$ cat config.mk
export PLATFORM = sky130hd
export DESIGN_NAME = decode_stage
export DESIGN_NICKNAME = d
export VERILOG_FILES = /design/src/rtl/decode_stage_pkg.sv /design/src/rtl/decode_stage.sv
export SDC_FILE = /design/constraint.sdc
export NUM_CORES = 1
export LEC_CHECK = 0
export CAP_MARGIN = 20
export CORE_UTILIZATION = 44
export DETAILED_ROUTE_END_ITERATION = 10
export MAX_ROUTING_LAYER = met4
export PLACE_DENSITY_LB_ADDON = 0.1
export REMOVE_ABC_BUFFERS = 1
export SYNTH_ARGS = -nofsm -noshare
export SYNTH_HDL_FRONTEND = slang
export SYNTH_SLANG_ARGS = --single-unit
$ cat constraint.sdc
create_clock -name i_clk -period 5.8 [get_ports i_clk]
set_input_delay 0.87 -clock i_clk [delete_from_list [all_inputs] [get_ports i_clk]]
set_output_delay 0.87 -clock i_clk [all_outputs]
set_load 0.05 [all_outputs]
$ cat src/rtl/decode_stage_pkg.sv
// Shared types for the RV32I decode stage.
package decode_stage_pkg;

  typedef enum logic [4:0] {
    ALU_ADD    = 5'd0,
    ALU_SUB    = 5'd1,
    ALU_SLL    = 5'd2,
    ALU_SLT    = 5'd3,
    ALU_SLTU   = 5'd4,
    ALU_XOR    = 5'd5,
    ALU_SRL    = 5'd6,
    ALU_SRA    = 5'd7,
    ALU_OR     = 5'd8,
    ALU_AND    = 5'd9,
    ALU_MUL    = 5'd10,
    ALU_MULH   = 5'd11,
    ALU_MULHSU = 5'd12,
    ALU_MULHU  = 5'd13,
    ALU_DIV    = 5'd14,
    ALU_DIVU   = 5'd15,
    ALU_REM    = 5'd16,
    ALU_REMU   = 5'd17
  } alu_opcode_t;

endpackage

$ cat src/rtl/decode_stage.sv
// RV32I decode pipeline stage: operand selection with forwarding, load-use
// bubble insertion, valid/ready handshake on both sides, flush.
module decode_stage
  import decode_stage_pkg::*;
#(
  parameter int unsigned XLEN     = 32,
  parameter int unsigned NUM_FWD  = 2,
  parameter bit          ENABLE_M = 1'b0
) (
  input  logic                    i_clk,
  input  logic                    i_rst,
  input  logic                    i_valid,
  output logic                    o_ready,
  input  logic [XLEN-1:0]         i_pc,
  input  logic [31:0]             i_instruction,
  output logic [4:0]              o_rs1_id,
  output logic [4:0]              o_rs2_id,
  input  logic [XLEN-1:0]         i_rs1_data,
  input  logic [XLEN-1:0]         i_rs2_data,
  input  logic [NUM_FWD-1:0]      i_fwd_valid,
  input  logic [NUM_FWD*5-1:0]    i_fwd_rd_id,
  input  logic [NUM_FWD*XLEN-1:0] i_fwd_data,
  input  logic                    i_ex_is_load,
  input  logic [4:0]              i_ex_rd_id,
  input  logic                    i_flush,
  output logic                    o_valid,
  input  logic                    i_ready,
  output logic [XLEN-1:0]         o_pc,
  output alu_opcode_t             o_alu_opcode,
  output logic [XLEN-1:0]         o_alu_op1,
  output logic [XLEN-1:0]         o_alu_op2,
  output logic [4:0]              o_rd_id,
  output logic                    o_is_reg_write,
  output logic                    o_is_load,
  output logic                    o_is_store,
  output logic [2:0]              o_mem_size,
  output logic                    o_is_jump,
  output logic [XLEN-1:0]         o_jump_address,
  output logic                    o_is_branch,
  output logic [2:0]              o_branch_type,
  output logic [XLEN-1:0]         o_store_data,
  output logic                    o_illegal
);

  localparam logic [6:0] OPC_OP     = 7'b0110011;
  localparam logic [6:0] OPC_OP_IMM = 7'b0010011;
  localparam logic [6:0] OPC_LOAD   = 7'b0000011;
  localparam logic [6:0] OPC_STORE  = 7'b0100011;
  localparam logic [6:0] OPC_BRANCH = 7'b1100011;
  localparam logic [6:0] OPC_JAL    = 7'b1101111;
  localparam logic [6:0] OPC_JALR   = 7'b1100111;
  localparam logic [6:0] OPC_LUI    = 7'b0110111;
  localparam logic [6:0] OPC_AUIPC  = 7'b0010111;

  logic [6:0]      opcode;
  logic [2:0]      funct3;
  logic [6:0]      funct7;
  logic [4:0]      rd;
  logic [XLEN-1:0] imm_i, imm_s, imm_b, imm_u, imm_j;
  logic [XLEN-1:0] rs1_val, rs2_val;

  assign opcode   = i_instruction[6:0];
  assign rd       = i_instruction[11:7];
  assign funct3   = i_instruction[14:12];
  assign o_rs1_id = i_instruction[19:15];
  assign o_rs2_id = i_instruction[24:20];
  assign funct7   = i_instruction[31:25];

  assign imm_i = XLEN'($signed(i_instruction[31:20]));
  assign imm_s = XLEN'($signed({i_instruction[31:25], i_instruction[11:7]}));
  assign imm_b = XLEN'($signed({i_instruction[31], i_instruction[7], i_instruction[30:25],
                                i_instruction[11:8], 1'b0}));
  assign imm_u = XLEN'($signed({i_instruction[31:12], 12'b0}));
  assign imm_j = XLEN'($signed({i_instruction[31], i_instruction[19:12], i_instruction[20],
                                i_instruction[30:21], 1'b0}));

  // x0 reads as zero; otherwise the youngest matching forwarding source wins over the regfile.
  function automatic logic [XLEN-1:0] resolve(input logic [4:0] id,
                                              input logic [XLEN-1:0] rf_data,
                                              input logic [NUM_FWD-1:0] fv,
                                              input logic [NUM_FWD*5-1:0] frd,
                                              input logic [NUM_FWD*XLEN-1:0] fdata);
    logic [XLEN-1:0] v;
    v = rf_data;
    for (int k = int'(NUM_FWD) - 1; k >= 0; k--) begin
      if (fv[k] && (frd[k*5 +: 5] == id)) v = fdata[k*XLEN +: XLEN];
    end
    if (id == 5'd0) v = '0;
    return v;
  endfunction

  // Base integer ALU op from funct3; alt selects SUB/SRA.
  function automatic alu_opcode_t base_alu(input logic [2:0] f3, input logic alt);
    alu_opcode_t r;
    case (f3)
      3'd0:    if (alt) r = ALU_SUB; else r = ALU_ADD;
      3'd1:    r = ALU_SLL;
      3'd2:    r = ALU_SLT;
      3'd3:    r = ALU_SLTU;
      3'd4:    r = ALU_XOR;
      3'd5:    if (alt) r = ALU_SRA; else r = ALU_SRL;
      3'd6:    r = ALU_OR;
      default: r = ALU_AND;
    endcase
    return r;
  endfunction

  assign rs1_val = resolve(o_rs1_id, i_rs1_data, i_fwd_valid, i_fwd_rd_id, i_fwd_data);
  assign rs2_val = resolve(o_rs2_id, i_rs2_data, i_fwd_valid, i_fwd_rd_id, i_fwd_data);

  alu_opcode_t     alu_c;
  logic [XLEN-1:0] op1_c, op2_c, jaddr_c;
  logic [4:0]      rd_c;
  logic [2:0]      msize_c, btype_c;
  logic            use_rs1_c, use_rs2_c, illegal_c;
  logic            wr_c, ld_c, st_c, jmp_c, br_c;
  logic            hazard_c, fire_in_c;

  // Instruction decode: operand map, control flags, legality, register usage.
  always_comb begin
    alu_c     = ALU_ADD;
    op1_c     = '0;
    op2_c     = '0;
    jaddr_c   = '0;
    rd_c      = 5'd0;
    msize_c   = 3'd0;
    btype_c   = 3'd0;
    use_rs1_c = 1'b0;
    use_rs2_c = 1'b0;
    illegal_c = 1'b0;
    wr_c      = 1'b0;
    ld_c      = 1'b0;
    st_c      = 1'b0;
    jmp_c     = 1'b0;
    br_c      = 1'b0;
    case (opcode)
      OPC_OP: begin
        use_rs1_c = 1'b1; use_rs2_c = 1'b1;
        op1_c = rs1_val; op2_c = rs2_val; rd_c = rd; wr_c = 1'b1;
        if (funct7 == 7'b0000000) begin
          alu_c = base_alu(funct3, 1'b0);
        end else if (funct7 == 7'b0100000 && (funct3 == 3'd0 || funct3 == 3'd5)) begin
          alu_c = base_alu(funct3, 1'b1);
        end else if (funct7 == 7'b0000001 && ENABLE_M) begin
          case (funct3)
            3'd0:    alu_c = ALU_MUL;
            3'd1:    alu_c = ALU_MULH;
            3'd2:    alu_c = ALU_MULHSU;
            3'd3:    alu_c = ALU_MULHU;
            3'd4:    alu_c = ALU_DIV;
            3'd5:    alu_c = ALU_DIVU;
            3'd6:    alu_c = ALU_REM;
            default: alu_c = ALU_REMU;
          endcase
        end else begin
          illegal_c = 1'b1;
        end
      end
      OPC_OP_IMM: begin
        use_rs1_c = 1'b1;
        op1_c = rs1_val; op2_c = imm_i; rd_c = rd; wr_c = 1'b1;
        alu_c = base_alu(funct3, (funct3 == 3'd5) && i_instruction[30]);
        if (funct3 == 3'd1) illegal_c = (funct7 != 7'b0000000);
        if (funct3 == 3'd5) illegal_c = (funct7 != 7'b0000000) && (funct7 != 7'b0100000);
      end
      OPC_LOAD: begin
        use_rs1_c = 1'b1;
        op1_c = rs1_val; op2_c = imm_i; rd_c = rd; wr_c = 1'b1; ld_c = 1'b1;
        msize_c = funct3;
        illegal_c = (funct3 == 3'd3) || (funct3 == 3'd6) || (funct3 == 3'd7);
      end
      OPC_STORE: begin
        use_rs1_c = 1'b1; use_rs2_c = 1'b1;
        op1_c = rs1_val; op2_c = imm_s; st_c = 1'b1;
        msize_c = funct3;
        illegal_c = (funct3 > 3'd2);
      end
      OPC_BRANCH: begin
        // SUB lets execute derive the compare from the ALU when it wants to.
        use_rs1_c = 1'b1; use_rs2_c = 1'b1;
        op1_c = rs1_val; op2_c = rs2_val; alu_c = ALU_SUB; br_c = 1'b1;
        btype_c = funct3; jaddr_c = i_pc + imm_b;
        illegal_c = (funct3 == 3'd2) || (funct3 == 3'd3);
      end
      OPC_JAL: begin
        op1_c = i_pc; op2_c = XLEN'(4); rd_c = rd; wr_c = 1'b1; jmp_c = 1'b1;
        jaddr_c = i_pc + imm_j;
      end
      OPC_JALR: begin
        use_rs1_c = 1'b1;
        op1_c = i_pc; op2_c = XLEN'(4); rd_c = rd; wr_c = 1'b1; jmp_c = 1'b1;
        jaddr_c = (rs1_val + imm_i) & ~XLEN'(1);
        illegal_c = (funct3 != 3'd0);
      end
      OPC_LUI: begin
        op2_c = imm_u; rd_c = rd; wr_c = 1'b1;
      end
      OPC_AUIPC: begin
        op1_c = i_pc; op2_c = imm_u; rd_c = rd; wr_c = 1'b1;
      end
      default: illegal_c = 1'b1;
    endcase
    if (illegal_c) begin
      wr_c = 1'b0; ld_c = 1'b0; st_c = 1'b0; jmp_c = 1'b0; br_c = 1'b0;
    end else if (rd_c == 5'd0) begin
      wr_c = 1'b0;
    end
  end

  // Load-use hazard and input handshake.
  always_comb begin
    hazard_c  = i_ex_is_load && (i_ex_rd_id != 5'd0) && i_valid &&
                ((use_rs1_c && (o_rs1_id == i_ex_rd_id)) ||
                 (use_rs2_c && (o_rs2_id == i_ex_rd_id)));
    o_ready   = !hazard_c && (!o_valid || i_ready);
    fire_in_c = i_valid && o_ready;
  end

  // Stage register: flush wins, then accept, then drain/bubble, else hold.
  always_ff @(posedge i_clk or posedge i_rst) begin
    if (i_rst) begin
      o_valid        <= 1'b0;
      o_pc           <= '0;
      o_alu_opcode   <= ALU_ADD;
      o_alu_op1      <= '0;
      o_alu_op2      <= '0;
      o_rd_id        <= 5'd0;
      o_is_reg_write <= 1'b0;
      o_is_load      <= 1'b0;
      o_is_store     <= 1'b0;
      o_mem_size     <= 3'd0;
      o_is_jump      <= 1'b0;
      o_jump_address <= '0;
      o_is_branch    <= 1'b0;
      o_branch_type  <= 3'd0;
      o_store_data   <= '0;
      o_illegal      <= 1'b0;
    end else if (i_flush) begin
      o_valid <= 1'b0;
    end else if (fire_in_c) begin
      o_valid        <= 1'b1;
      o_pc           <= i_pc;
      o_alu_opcode   <= alu_c;
      o_alu_op1      <= op1_c;
      o_alu_op2      <= op2_c;
      o_rd_id        <= rd_c;
      o_is_reg_write <= wr_c;
      o_is_load      <= ld_c;
      o_is_store     <= st_c;
      o_mem_size     <= msize_c;
      o_is_jump      <= jmp_c;
      o_jump_address <= jaddr_c;
      o_is_branch    <= br_c;
      o_branch_type  <= btype_c;
      o_store_data   <= rs2_val;
      o_illegal      <= illegal_c;
    end else if (!o_valid || i_ready) begin
      o_valid <= 1'b0;
    end
  end

endmodule

==> flow_summary.toml <==
[run_status]
status = "complete, no violations"

[grt]
antenna_found_initial = 7
grt_overflow = 0
grt.met3_usage_pct = 8.162
grt_use_total_pct = 38.52
grt_pass1_vias = 13949
grt-busiest-layer = "met2"
use_met2_pct = 57.68
grt_util_met1_pct = 50.61
grt_pass1_wl_um = 86710
grt_max_degree = 105

[sta]
timing.final.crit_share_pct = 93.94
worst_pin_slew_ns = 1.110
relSlewSlack_pct = 25.85
slew_viol_final = 0
fin_crit_ns = 5.449
finalHoldViolations = 0
skew_ns = 0.01370
finalSetupViolations = 0
fin_ws_ns = 0.3515
grt_setup_unrepaired = "false"
fmax_mhz = 183.5

[clocking]
cts_resized = 0
cts_max_level = 4
cts_tree = "built"
hold_buffers = 0
cts_buffers = 17
clk_pin_slew_ns = 0.08
clockBufferDepth = 2
insertion_delay_ns = 0.45
cts_sinks = 182
root_buffer = "clkbuf_16"
postCtsSetupRepairBufs = 0

[logic_synthesis]
syn_area_sq_um = 13450
synth_area_leaders = "dfrtp_1 34%, nand2_1 6.9%, ha_1 5.1%"
post-synth-top-count-cell = "nand2_1"
syn_area_per_cell_sq_um = 8.351
yosysWarnings = 0
ys.flop_type = "dfrtp_1"
synth.top_cells.by_count = "246 x nand2_1, 182 x dfrtp_1, 159 x nor2_1, 112 x o21ai_0, 88 x clkbuf_1"
synth_edf_count = 0
synth_cells = 1610
synthArstFlopShare_pct = 100.0
synth_top_area_share_pct = 33.87
ys_ff_latch = 182
synth_seq_area_share_pct = 33.87
yosysTopAreaCell = "dfrtp_1"
ys_types = 89

[floorplanning]
die_w_um = 176.8
num_rows = 63
die_area_sq_um = 31260
core_sq_um = 29870
initial_utilization_pct = 45.01
ioPinCount = 409
die_h_um = 176.8

[min_path]
hold_class = "reg2reg"

[pwr]
power.clock.fraction_pct = 27.6
power.total_mw = 4.335
p_per_area_nw_per_um2 = 231.6
p_leak_nw = 7.886
seqPwrFrac_pct = 33.2
ir_drop_mv = 0.1927
switchingPower_mw = 1.711
switching_share_pct = 39.47
p_comb_share_pct = 39.2
p_int_mw = 2.624

[routing]
final_antenna_net_count = 0
route.vias.total = 14701
wirelength_um = 59000
drt-initial-drc-count = 1437
drcViolationCount = 0
wl_per_cell_um = 24.58
dr.pass1.iters = 6
viasPerCell = 6.125

[placed_design]
gp_congestion = 0.9938
hpwl_um = 45210
pre_cts_ws_ns = 0.03793
place_area_sq_um = 18130
portBuffers = 407

[critical_path]
cp.arrival_ns = 5.77
end_kind = "register"
path_class = "in2reg"
crit_slowest_cell = "clkdlybuf4s50_1"
slowest_delay_ns = 0.66
crit_path_start_kind = "input pin"
crit_required_ns = 6.13
path_buf_inv = 2
crit_fanout = 6
path_cells = "clkdlybuf4s50_1, xnor2_2, nand4_4, nor2_8, mux2i_1, a211oi_1, ha_1, a21o_1, a211oi_1, a21oi_1, and2_1, o311ai_1, a21oi_1, buf_4, o21ai_0, nand2_1, xor2_1, a221oi_1, nor2_1"
worst_path_dominant_cell_family = "compound AO/OA/AOI/OAI gates"

[cells_and_area]
finish.instance_area_sq_um = 18720
fin_nets = 2261
fin_util_pct = 62.66
fillers = 2619
syn2layout_area_growth_pct = 39.23
drive_gt1_share_pct = 7.592

[run]
max_cap_violations = 0
## placed cells by master (no fill, tap or decap), types with 6 or more instances in the layout
master           count
a22oi_1             33
mux2i_1             60
and3_1               6
o211ai_1             7
clkbuf_16           17
nand4_1              8
o21ai_0            112
dfrtp_1            182
inv_6                6
a31oi_1             19
nand2b_1            10
xor2_1              36
o22ai_1              8
nand3_1             38
xnor2_1             47
o21a_1              10
a22o_1               8
a2111oi_0           50
a21oi_1             71
clkdlybuf4s50_1    406
ha_1                55
a211oi_1            50
or3_1               11
a211o_1              9
nor2b_1              6
nor2_1             157
nand2_1            245
inv_1               21
o31ai_1             10
a21o_1              57
a221oi_1            24
nor3_1              25
diode_2              8
buf_4               74
## stage by stage
stage / std cells / hold slack [ns] / setup TNS [ns]
after floorplan: 1486 / 0.7446 / -347.26
after CTS: 2392 / 0.4767 / 0
after global placement: 2360 / 0.4521 / 0
after global routing: 2399 / 0.4937 / 0
after detailed placement: 2360 / 0.4587 / 0
final: 2400 / 0.4722 / 0
## layer usage
| metal | vias to the layer above | routed length [um] |
|---|---|---|
| met5 | - | 0 |
| met4 | 0 | 2296 |
| met3 | 125 | 5107 |
| met2 | 802 | 26480 |
| met1 | 7103 | 25110 |
| li1 | 6671 | - |
## cell families after synthesis
group	count (synthesis)	synth area share (%)
AND/OR/NAND/NOR	553	18.17
AO/OA/AOI/OAI	519	27.11
flip-flops	182	33.87
buffers and inverters	147	4.671
XOR/XNOR	88	6.012
multiplexers	63	4.718
adder cells (fa/ha/maj)	57	5.416
other	1	0.02789
## registers in the layout, summed over array words and instances (netlist names)
name	cells
o_jump_address	32
o_is_branch	1
o_valid	1
o_is_store	1
o_pc	32
o_rd_id	5
o_illegal	1
o_alu_opcode	4
o_is_jump	1
o_branch_type	3
o_is_reg_write	1
o_alu_op1	32
o_is_load	1
o_mem_size	3
o_alu_op2	32
o_store_data	32
## worst min-delay path, delay by kind of cell, from the launching register on
kind / cells / cell delay [ns]
flops: 1 / 0.34
simple gates: 2 / 0.10
## worst paths after layout
kind                                      end         startpoint  cells past startpoint  slack, ns
min                                  o_pc[18]           o_pc[18]                      2       0.47
max                        o_jump_address[22]  i_instruction[19]                     19       0.35
min reg2reg                          o_pc[18]           o_pc[18]                      2       0.47
max reg2reg                  o_store_data[15]            o_valid                      5       3.49
max in group asynchronous    o_store_data[19]              i_rst                      3       3.71
min in group asynchronous            o_pc[12]              i_rst                      2       0.92
## power groups by stage
stage               clock [mW]  combinational [mW]  sequential [mW]
detailed placement           0                1.68             1.46
global placement             0                1.67             1.46
global route              1.25                1.80             1.45
floorplan                    0               0.588             1.84
finish                    1.20                1.70             1.44
CTS                       1.21                1.68             1.44
## cell type report
| class | count | area [sq um] | area share, % |
|---|---|---|---|
| Sequential cell | 182 | 4554 | 24.33 |
| Antenna cell | 8 | 20.02 | 0.1069 |
| Inverter | 23 | 93.84 | 0.5013 |
| Clock buffer | 18 | 429.2 | 2.292 |
| Multi-Input combinational cell | 1281 | 8310 | 44.39 |
| Tap cell | 390 | 488.0 | 2.607 |
| Timing Repair Buffer | 484 | 4684 | 25.02 |
| Clock inverter | 14 | 140.1 | 0.7486 |
Power figures use the tool's default switching activity.
